## src/rtl/apb_master_bridge_pkg.sv

```systemverilog
// ============================================================================
// Module : vmicro16_apb_pkg
// Brief  : State encodings and shared constants for the APB master bridge.
// Rev    : 1.0 - initial release
// ============================================================================
`default_nettype none

package vmicro16_apb_pkg;

  typedef enum logic [1:0] {
    IDLE   = 2'd0,
    SETUP  = 2'd1,
    ACCESS = 2'd2
  } apb_state_e;

  localparam int unsigned C_DEFAULT_TIMEOUT = 255;
  localparam int unsigned C_WAIT_CNT_W      = 8;

endpackage : vmicro16_apb_pkg

`default_nettype wire

```

## src/rtl/apb_master_bridge_if.sv

```systemverilog
// ============================================================================
// Module : apb_master_bridge_if
// Brief  : Core request/response channel plus APB master signals of the bridge.
// Rev    : 1.0 - initial release
// ============================================================================
`default_nettype none

interface apb_master_bridge_if #(
  parameter int BUS_WIDTH  = 16,
  parameter int DATA_WIDTH = 16
) ();

  logic                  req_valid;
  logic                  req_ready;
  logic [BUS_WIDTH-1:0]  req_addr;
  logic                  req_write;
  logic [DATA_WIDTH-1:0] req_wdata;
  logic                  resp_valid;
  logic [DATA_WIDTH-1:0] resp_rdata;
  logic                  resp_timeout;

  logic [BUS_WIDTH-1:0]  M_PADDR;
  logic                  M_PWRITE;
  logic                  M_PSELx;
  logic                  M_PENABLE;
  logic [DATA_WIDTH-1:0] M_PWDATA;
  logic [DATA_WIDTH-1:0] M_PRDATA;
  logic                  M_PREADY;

  // Bridge side: accepts core requests, drives the APB bus.
  modport master (
    input  req_valid, req_addr, req_write, req_wdata, M_PRDATA, M_PREADY,
    output req_ready, resp_valid, resp_rdata, resp_timeout,
           M_PADDR, M_PWRITE, M_PSELx, M_PENABLE, M_PWDATA
  );

  // Environment side: issues core requests and answers as the APB slave.
  modport slave (
    output req_valid, req_addr, req_write, req_wdata, M_PRDATA, M_PREADY,
    input  req_ready, resp_valid, resp_rdata, resp_timeout,
           M_PADDR, M_PWRITE, M_PSELx, M_PENABLE, M_PWDATA
  );

endinterface : apb_master_bridge_if

`default_nettype wire

```

## src/rtl/apb_master_bridge_wait_timer.sv

```systemverilog
// ============================================================================
// Module : apb_wait_timer
// Brief  : 8-bit ACCESS wait counter; flags expiry at TIMEOUT-1 wait cycles.
// Rev    : 1.0 - initial release
// ============================================================================
`default_nettype none

module apb_wait_timer
  import vmicro16_apb_pkg::*;
#(
  parameter int unsigned TIMEOUT = C_DEFAULT_TIMEOUT
) (
  input  wire logic clk,
  input  wire logic rst,
  input  wire logic clear,
  input  wire logic enable,
  output logic      expired
);

  localparam logic [C_WAIT_CNT_W-1:0] C_LIMIT = C_WAIT_CNT_W'(TIMEOUT - 1);

  logic [C_WAIT_CNT_W-1:0] count_q;
  logic [C_WAIT_CNT_W-1:0] count_d;

  // The transfer ends once expired is seen, so the count never wraps.
  always_comb begin
    count_d = count_q;
    if (clear) begin
      count_d = '0;
    end else if (enable) begin
      count_d = count_q + 1'b1;
    end
  end

  always_ff @(posedge clk) begin
    if (rst) begin
      count_q <= '0;
    end else begin
      count_q <= count_d;
    end
  end

  assign expired = (count_q == C_LIMIT);

endmodule : apb_wait_timer

`default_nettype wire

```

## src/rtl/apb_master_bridge.sv

```systemverilog
// ============================================================================
// Module : apb_master_bridge
// Brief  : Single-outstanding core-to-APB master bridge with ACCESS timeout.
// Rev    : 1.0 - initial release
// ============================================================================
`default_nettype none

module apb_master_bridge
  import vmicro16_apb_pkg::*;
#(
  parameter int          BUS_WIDTH  = 16,
  parameter int          DATA_WIDTH = 16,
  parameter int unsigned TIMEOUT    = C_DEFAULT_TIMEOUT
) (
  input wire logic            clk,
  input wire logic            rst,
  apb_master_bridge_if.master bus
);

  apb_state_e            state_q, state_d;
  logic [BUS_WIDTH-1:0]  addr_q, addr_d;
  logic                  write_q, write_d;
  logic [DATA_WIDTH-1:0] wdata_q, wdata_d;
  logic                  psel_q, psel_d;
  logic                  penable_q, penable_d;
  logic                  resp_valid_q, resp_valid_d;
  logic                  resp_timeout_q, resp_timeout_d;
  logic [DATA_WIDTH-1:0] resp_rdata_q, resp_rdata_d;

  logic w_timer_clear;
  logic w_timer_en;
  logic w_timer_expired;

  // Counter is cleared while in SETUP so it reads zero on the first ACCESS cycle.
  assign w_timer_clear = (state_q == SETUP);
  assign w_timer_en    = (state_q == ACCESS) && !bus.M_PREADY;

  apb_wait_timer #(
    .TIMEOUT (TIMEOUT)
  ) u_wait_timer (
    .clk     (clk),
    .rst     (rst),
    .clear   (w_timer_clear),
    .enable  (w_timer_en),
    .expired (w_timer_expired)
  );

  always_comb begin
    state_d        = state_q;
    addr_d         = addr_q;
    write_d        = write_q;
    wdata_d        = wdata_q;
    psel_d         = psel_q;
    penable_d      = penable_q;
    resp_valid_d   = 1'b0;
    resp_timeout_d = resp_timeout_q;
    resp_rdata_d   = resp_rdata_q;

    case (state_q)
      IDLE: begin
        if (bus.req_valid) begin
          addr_d    = bus.req_addr;
          write_d   = bus.req_write;
          wdata_d   = bus.req_wdata;
          psel_d    = 1'b1;
          penable_d = 1'b0;
          state_d   = SETUP;
        end
      end
      SETUP: begin
        penable_d = 1'b1;
        state_d   = ACCESS;
      end
      ACCESS: begin
        // A slave completing on the timeout cycle still counts as a normal finish.
        if (bus.M_PREADY) begin
          psel_d         = 1'b0;
          penable_d      = 1'b0;
          resp_valid_d   = 1'b1;
          resp_timeout_d = 1'b0;
          resp_rdata_d   = write_q ? '0 : bus.M_PRDATA;
          state_d        = IDLE;
        end else if (w_timer_expired) begin
          psel_d         = 1'b0;
          penable_d      = 1'b0;
          resp_valid_d   = 1'b1;
          resp_timeout_d = 1'b1;
          resp_rdata_d   = '0;
          state_d        = IDLE;
        end
      end
      default: begin
        psel_d    = 1'b0;
        penable_d = 1'b0;
        state_d   = IDLE;
      end
    endcase
  end

  always_ff @(posedge clk) begin
    if (rst) begin
      state_q        <= IDLE;
      addr_q         <= '0;
      write_q        <= 1'b0;
      wdata_q        <= '0;
      psel_q         <= 1'b0;
      penable_q      <= 1'b0;
      resp_valid_q   <= 1'b0;
      resp_timeout_q <= 1'b0;
      resp_rdata_q   <= '0;
    end else begin
      state_q        <= state_d;
      addr_q         <= addr_d;
      write_q        <= write_d;
      wdata_q        <= wdata_d;
      psel_q         <= psel_d;
      penable_q      <= penable_d;
      resp_valid_q   <= resp_valid_d;
      resp_timeout_q <= resp_timeout_d;
      resp_rdata_q   <= resp_rdata_d;
    end
  end

  assign bus.req_ready    = (state_q == IDLE);
  assign bus.M_PADDR      = addr_q;
  assign bus.M_PWRITE     = write_q;
  assign bus.M_PWDATA     = wdata_q;
  assign bus.M_PSELx      = psel_q;
  assign bus.M_PENABLE    = penable_q;
  assign bus.resp_valid   = resp_valid_q;
  assign bus.resp_timeout = resp_timeout_q;
  assign bus.resp_rdata   = resp_rdata_q;

endmodule : apb_master_bridge

`default_nettype wire

```

## src/flat_wrapper.sv

```systemverilog
// flat-port wrapper written by rule: the top's interface ports become plain ports
module apb_master_bridge_flat import vmicro16_apb_pkg::*;
#(
  parameter int          BUS_WIDTH  = 16,
  parameter int          DATA_WIDTH = 16,
  parameter int unsigned TIMEOUT    = C_DEFAULT_TIMEOUT
)
  (clk, rst, bus_req_valid, bus_req_addr, bus_req_write, bus_req_wdata, bus_M_PRDATA, bus_M_PREADY, bus_req_ready, bus_resp_valid, bus_resp_rdata, bus_resp_timeout, bus_M_PADDR, bus_M_PWRITE, bus_M_PSELx, bus_M_PENABLE, bus_M_PWDATA);
  apb_master_bridge_if #(.BUS_WIDTH(BUS_WIDTH), .DATA_WIDTH(DATA_WIDTH)) bus_i ();
  input wire logic clk;
  input wire logic rst;
  input wire logic [$bits(bus_i.req_valid)-1:0] bus_req_valid;
  input wire logic [$bits(bus_i.req_addr)-1:0] bus_req_addr;
  input wire logic [$bits(bus_i.req_write)-1:0] bus_req_write;
  input wire logic [$bits(bus_i.req_wdata)-1:0] bus_req_wdata;
  input wire logic [$bits(bus_i.M_PRDATA)-1:0] bus_M_PRDATA;
  input wire logic [$bits(bus_i.M_PREADY)-1:0] bus_M_PREADY;
  output wire logic [$bits(bus_i.req_ready)-1:0] bus_req_ready;
  output wire logic [$bits(bus_i.resp_valid)-1:0] bus_resp_valid;
  output wire logic [$bits(bus_i.resp_rdata)-1:0] bus_resp_rdata;
  output wire logic [$bits(bus_i.resp_timeout)-1:0] bus_resp_timeout;
  output wire logic [$bits(bus_i.M_PADDR)-1:0] bus_M_PADDR;
  output wire logic [$bits(bus_i.M_PWRITE)-1:0] bus_M_PWRITE;
  output wire logic [$bits(bus_i.M_PSELx)-1:0] bus_M_PSELx;
  output wire logic [$bits(bus_i.M_PENABLE)-1:0] bus_M_PENABLE;
  output wire logic [$bits(bus_i.M_PWDATA)-1:0] bus_M_PWDATA;
  assign bus_i.req_valid = bus_req_valid;
  assign bus_i.req_addr = bus_req_addr;
  assign bus_i.req_write = bus_req_write;
  assign bus_i.req_wdata = bus_req_wdata;
  assign bus_i.M_PRDATA = bus_M_PRDATA;
  assign bus_i.M_PREADY = bus_M_PREADY;
  assign bus_req_ready = bus_i.req_ready;
  assign bus_resp_valid = bus_i.resp_valid;
  assign bus_resp_rdata = bus_i.resp_rdata;
  assign bus_resp_timeout = bus_i.resp_timeout;
  assign bus_M_PADDR = bus_i.M_PADDR;
  assign bus_M_PWRITE = bus_i.M_PWRITE;
  assign bus_M_PSELx = bus_i.M_PSELx;
  assign bus_M_PENABLE = bus_i.M_PENABLE;
  assign bus_M_PWDATA = bus_i.M_PWDATA;
  apb_master_bridge #(.BUS_WIDTH(BUS_WIDTH), .DATA_WIDTH(DATA_WIDTH), .TIMEOUT(TIMEOUT)) u_core (.clk(clk), .rst(rst), .bus(bus_i));
endmodule
```

## config.mk

```make
export PLATFORM = sky130hd
export DESIGN_NAME = apb_master_bridge_flat
export DESIGN_NICKNAME = d
export VERILOG_FILES = /design/src/rtl/apb_master_bridge_pkg.sv /design/src/rtl/apb_master_bridge_if.sv /design/src/rtl/apb_master_bridge_wait_timer.sv /design/src/rtl/apb_master_bridge.sv /design/src/flat_wrapper.sv
export SDC_FILE = /design/constraint.sdc
export NUM_CORES = 1
export LEC_CHECK = 0
export ABC_AREA = 1
export CORE_MARGIN = 10
export CORE_UTILIZATION = 38
export DETAILED_ROUTE_END_ITERATION = 10
export GPL_TIMING_DRIVEN = 0
export PLACE_DENSITY_LB_ADDON = 0.25
export SETUP_SLACK_MARGIN = 0.05
export SKIP_CTS_REPAIR_TIMING = 1
export SLEW_MARGIN = 20
export SYNTH_ARGS = -nofsm -noshare
export SYNTH_HDL_FRONTEND = slang
export SYNTH_SLANG_ARGS = --single-unit
```

## constraint.sdc

```tcl
create_clock -name clk -period 1.26 [get_ports clk]
set_input_delay 0.315 -clock clk [delete_from_list [all_inputs] [get_ports clk]]
set_output_delay 0.315 -clock clk [all_outputs]
set_load 0.05 [all_outputs]
```

==> flow_summary.yaml <==
status:
  violations: "negative setup slack"
  status: "finished, violations left"
grt:
  grt_pass1_vias: 2319
  antenna_found_initial: 0
  overflow: 0
  grt_pass1_wl_um: 10960
  grt_usage: 0.1356
  grt_max_degree: 11
final_layout:
  nets: 518
  layout-drive-gt1-share: 0.3019
  design_area_um2: 4150
  num_antenna_cells: 0
  area_growth_pct: 68.80
route:
  drtIter0Drc: 74
  avgViaCountPerCell: 4.583
  ant_nets: 0
  drc_errors: 0
  wire_per_inst_um: 13.47
  routed_wl_um: 7330
  via_count: 2493
  drt_pass1_iterations: 4
floorplanning:
  io_pins: 107
  dieArea_um2: 10090
  die_w_um: 100.4
  rows: 29
  start_util: 0.3894
  coreArea_um2: 6314
  die_h_um: 100.4
critical_path:
  crit_buf_inv: 2
  path_max_fanout: 6
  end_kind: "flop"
  crit_path_cell_trace: "inv_4 -> ha_4 -> nand2_4 -> nor2_4 -> nand2_2 -> nand2_4 -> nand2_8 -> nor2_8 -> clkbuf_16 -> nand2_1 -> nand2_1"
  critPathSlowestCell: "dfxtp_4"
  critical_path_class: "flop to flop"
  cp.arrival_ns: 1.72
  required_ns: 1.53
  critPathMaxStageDelay_ns: 0.35
  cp_top_family: "simple AND/OR/NAND/NOR gates"
  start_kind: "flop"
timing:
  tns_ns: -2.889
  layout_min_cycle_time_ns: 1.450
  final.setup.worst_slack_ns: -0.1900
  rsz0062_at_grt: "true"
  max_slew_margin: 0.7358
  setup_violations: 20
  period_share: 1.151
  maxSlewViolCount: 0
  fin_skew_ns: 0.005267
  finalHoldViolCount: 0
  fmax_mhz: 689.6
  worst_pin_slew_ns: 0.3956
  holdWs_ns: 0.3918
pwr:
  power.total_uw: 4846
  ir_drop_uv: 692.2
  power.leakage_uw: 0.001877
  powerDensity_nw_per_um2: 1168
place:
  place_area_um2: 3692
  gp_congestion: 0.8054
  dp_hpwl_um: 5423
  portBuffers: 106
yosys:
  synth-seq-cells: 62
  synth.distinct_cells: 25
  synth_edf_count: 0
  ys_async_sr_fraction: 0
  synth_flop_cell: "dfxtp_1"
  syn_area_um2: 2459
  syn_nets: 389
  postSynthCellCount: 334
  avgSynthCellArea_um2: 7.361
  yosysWarnings: 0
  ys_seq_area_frac: 0.5048
cts:
  cts_tree: "done"
  cts_root_buf: "clkbuf_8"
  worst_skew_pair.late_latency_ns: 0.33
  htree_num_levels: 3
  clk_path_buf_depth: 2
  clock-sinks: 62
  cts.clk_slew.worst_paths_ns: 0.06
  cts_inserted_buffers: 9
min_path:
  hp-class: "input port to flop"
run:
  drv_cap: 0
cell usage after synthesis (all sizes together), types with 2 or more instances:
| cell type | number | area share |
|---|---|---|
| a21oi | 10 | 0.020 |
| buf | 9 | 0.022 |
| clkbuf | 6 | 0.0092 |
| dfxtp | 62 | 0.50 |
| ha | 2 | 0.010 |
| inv | 25 | 0.038 |
| nand2 | 64 | 0.10 |
| nand3 | 19 | 0.039 |
| nand3b | 2 | 0.0061 |
| nor2 | 93 | 0.15 |
| nor3 | 2 | 0.0061 |
| o21ai | 35 | 0.071 |
| or2 | 2 | 0.0051 |
cell families after synthesis:
group | Yosys count | synth area share
flops | 62 | 0.5048
compound gates | 47 | 0.09771
buf+inv | 40 | 0.06972
fa+ha+maj | 2 | 0.01018
simple gates | 183 | 0.3176
power by group:
group	switching [uW]	internal [uW]
sequential	80.0	2070
clock	694	810
combinational	694	494
routing by layer:
metal / track usage / part of all wire / up-vias / wire (um)
met5: 0 / 0 / - / 0
met4: 0.06522 / 0.016 / 0 / 119
met3: 0.07967 / 0.10 / 14 / 765
met2: 0.2052 / 0.47 / 74 / 3456
met1: 0.1484 / 0.41 / 1100 / 2988
li1: - / - / 1305 / -
sequential cells by signal, summed over array words and instances, names as in the netlist:
signal	count
u_core.bus.M_PADDR	16
u_core.bus.M_PENABLE	1
u_core.bus.M_PSELx	1
u_core.bus.M_PWDATA	16
u_core.bus.M_PWRITE	1
u_core.bus.resp_rdata	16
u_core.bus.resp_timeout	1
u_core.bus.resp_valid	1
u_core.state_q	1
u_core.u_wait_timer.count_q	8
cell usage in the layout (no fill, tap or decap), drive strengths merged:
| cell | count |
|---|---|
| o21bai | 1 |
| clkinv | 1 |
| or2 | 2 |
| nand3 | 19 |
| nand3b | 2 |
| o21a | 1 |
| clkbuf | 21 |
| buf | 74 |
| clkdlybuf4s50 | 51 |
| nor3b | 1 |
| dlymetal6s2s | 1 |
| dfxtp | 62 |
| nor2 | 93 |
| inv | 25 |
| ha | 2 |
| nand2 | 64 |
| a21oi | 10 |
| nor3 | 2 |
| o21ai | 35 |
worst reg2reg max path, delay by kind of cell (launching register included):
family,cells,cell delay (ns)
adders and majority gates,1,0.13
and+or+nand+nor,8,0.68
buffers and inverters,2,0.23
DFF,1,0.35
path summary, 6_finish.rpt:
check,startpoint,to,slack (ns),cells after the start
setup reg to reg,u_core.u_wait_timer.count_q[0]$_SDFFE_PP0P_,u_core.bus.resp_rdata[15]$_SDFFE_PP0P_,-0.19,11
setup / recovery,u_core.u_wait_timer.count_q[0]$_SDFFE_PP0P_,u_core.bus.resp_rdata[15]$_SDFFE_PP0P_,-0.19,11
hold reg to reg,u_core.bus.resp_rdata[0]$_SDFFE_PP0P_,u_core.bus.resp_rdata[0]$_SDFFE_PP0P_,0.47,2
hold / removal,rst,u_core.state_q[0]$_SDFFE_PP0P_,0.39,2
area by class of cell:
type,instances,area [um^2]
Clock buffer,14,162.7
Timing Repair Buffer,119,1239
Sequential cell,62,1271
Tap cell,77,96.34
Fill cell,570,2163
Clock inverter,1,5.005
Inverter,25,98.84
Buffer,14,126.4
Multi-Input combinational cell,232,1151
stage by stage:
| step | std cells | util | worst slack, ns |
|---|---|---|---|
| floorplan | 334 | - | -0.05132 |
| global placement | 517 | 0.5848 | -0.6179 |
| detailed placement | 517 | 0.5848 | -0.6828 |
| CTS | 532 | 0.6114 | -0.7918 |
| global route | 544 | 0.6574 | -0.2579 |
| finish | 544 | 0.6574 | -0.1900 |
Power figures use the tool's default switching activity.
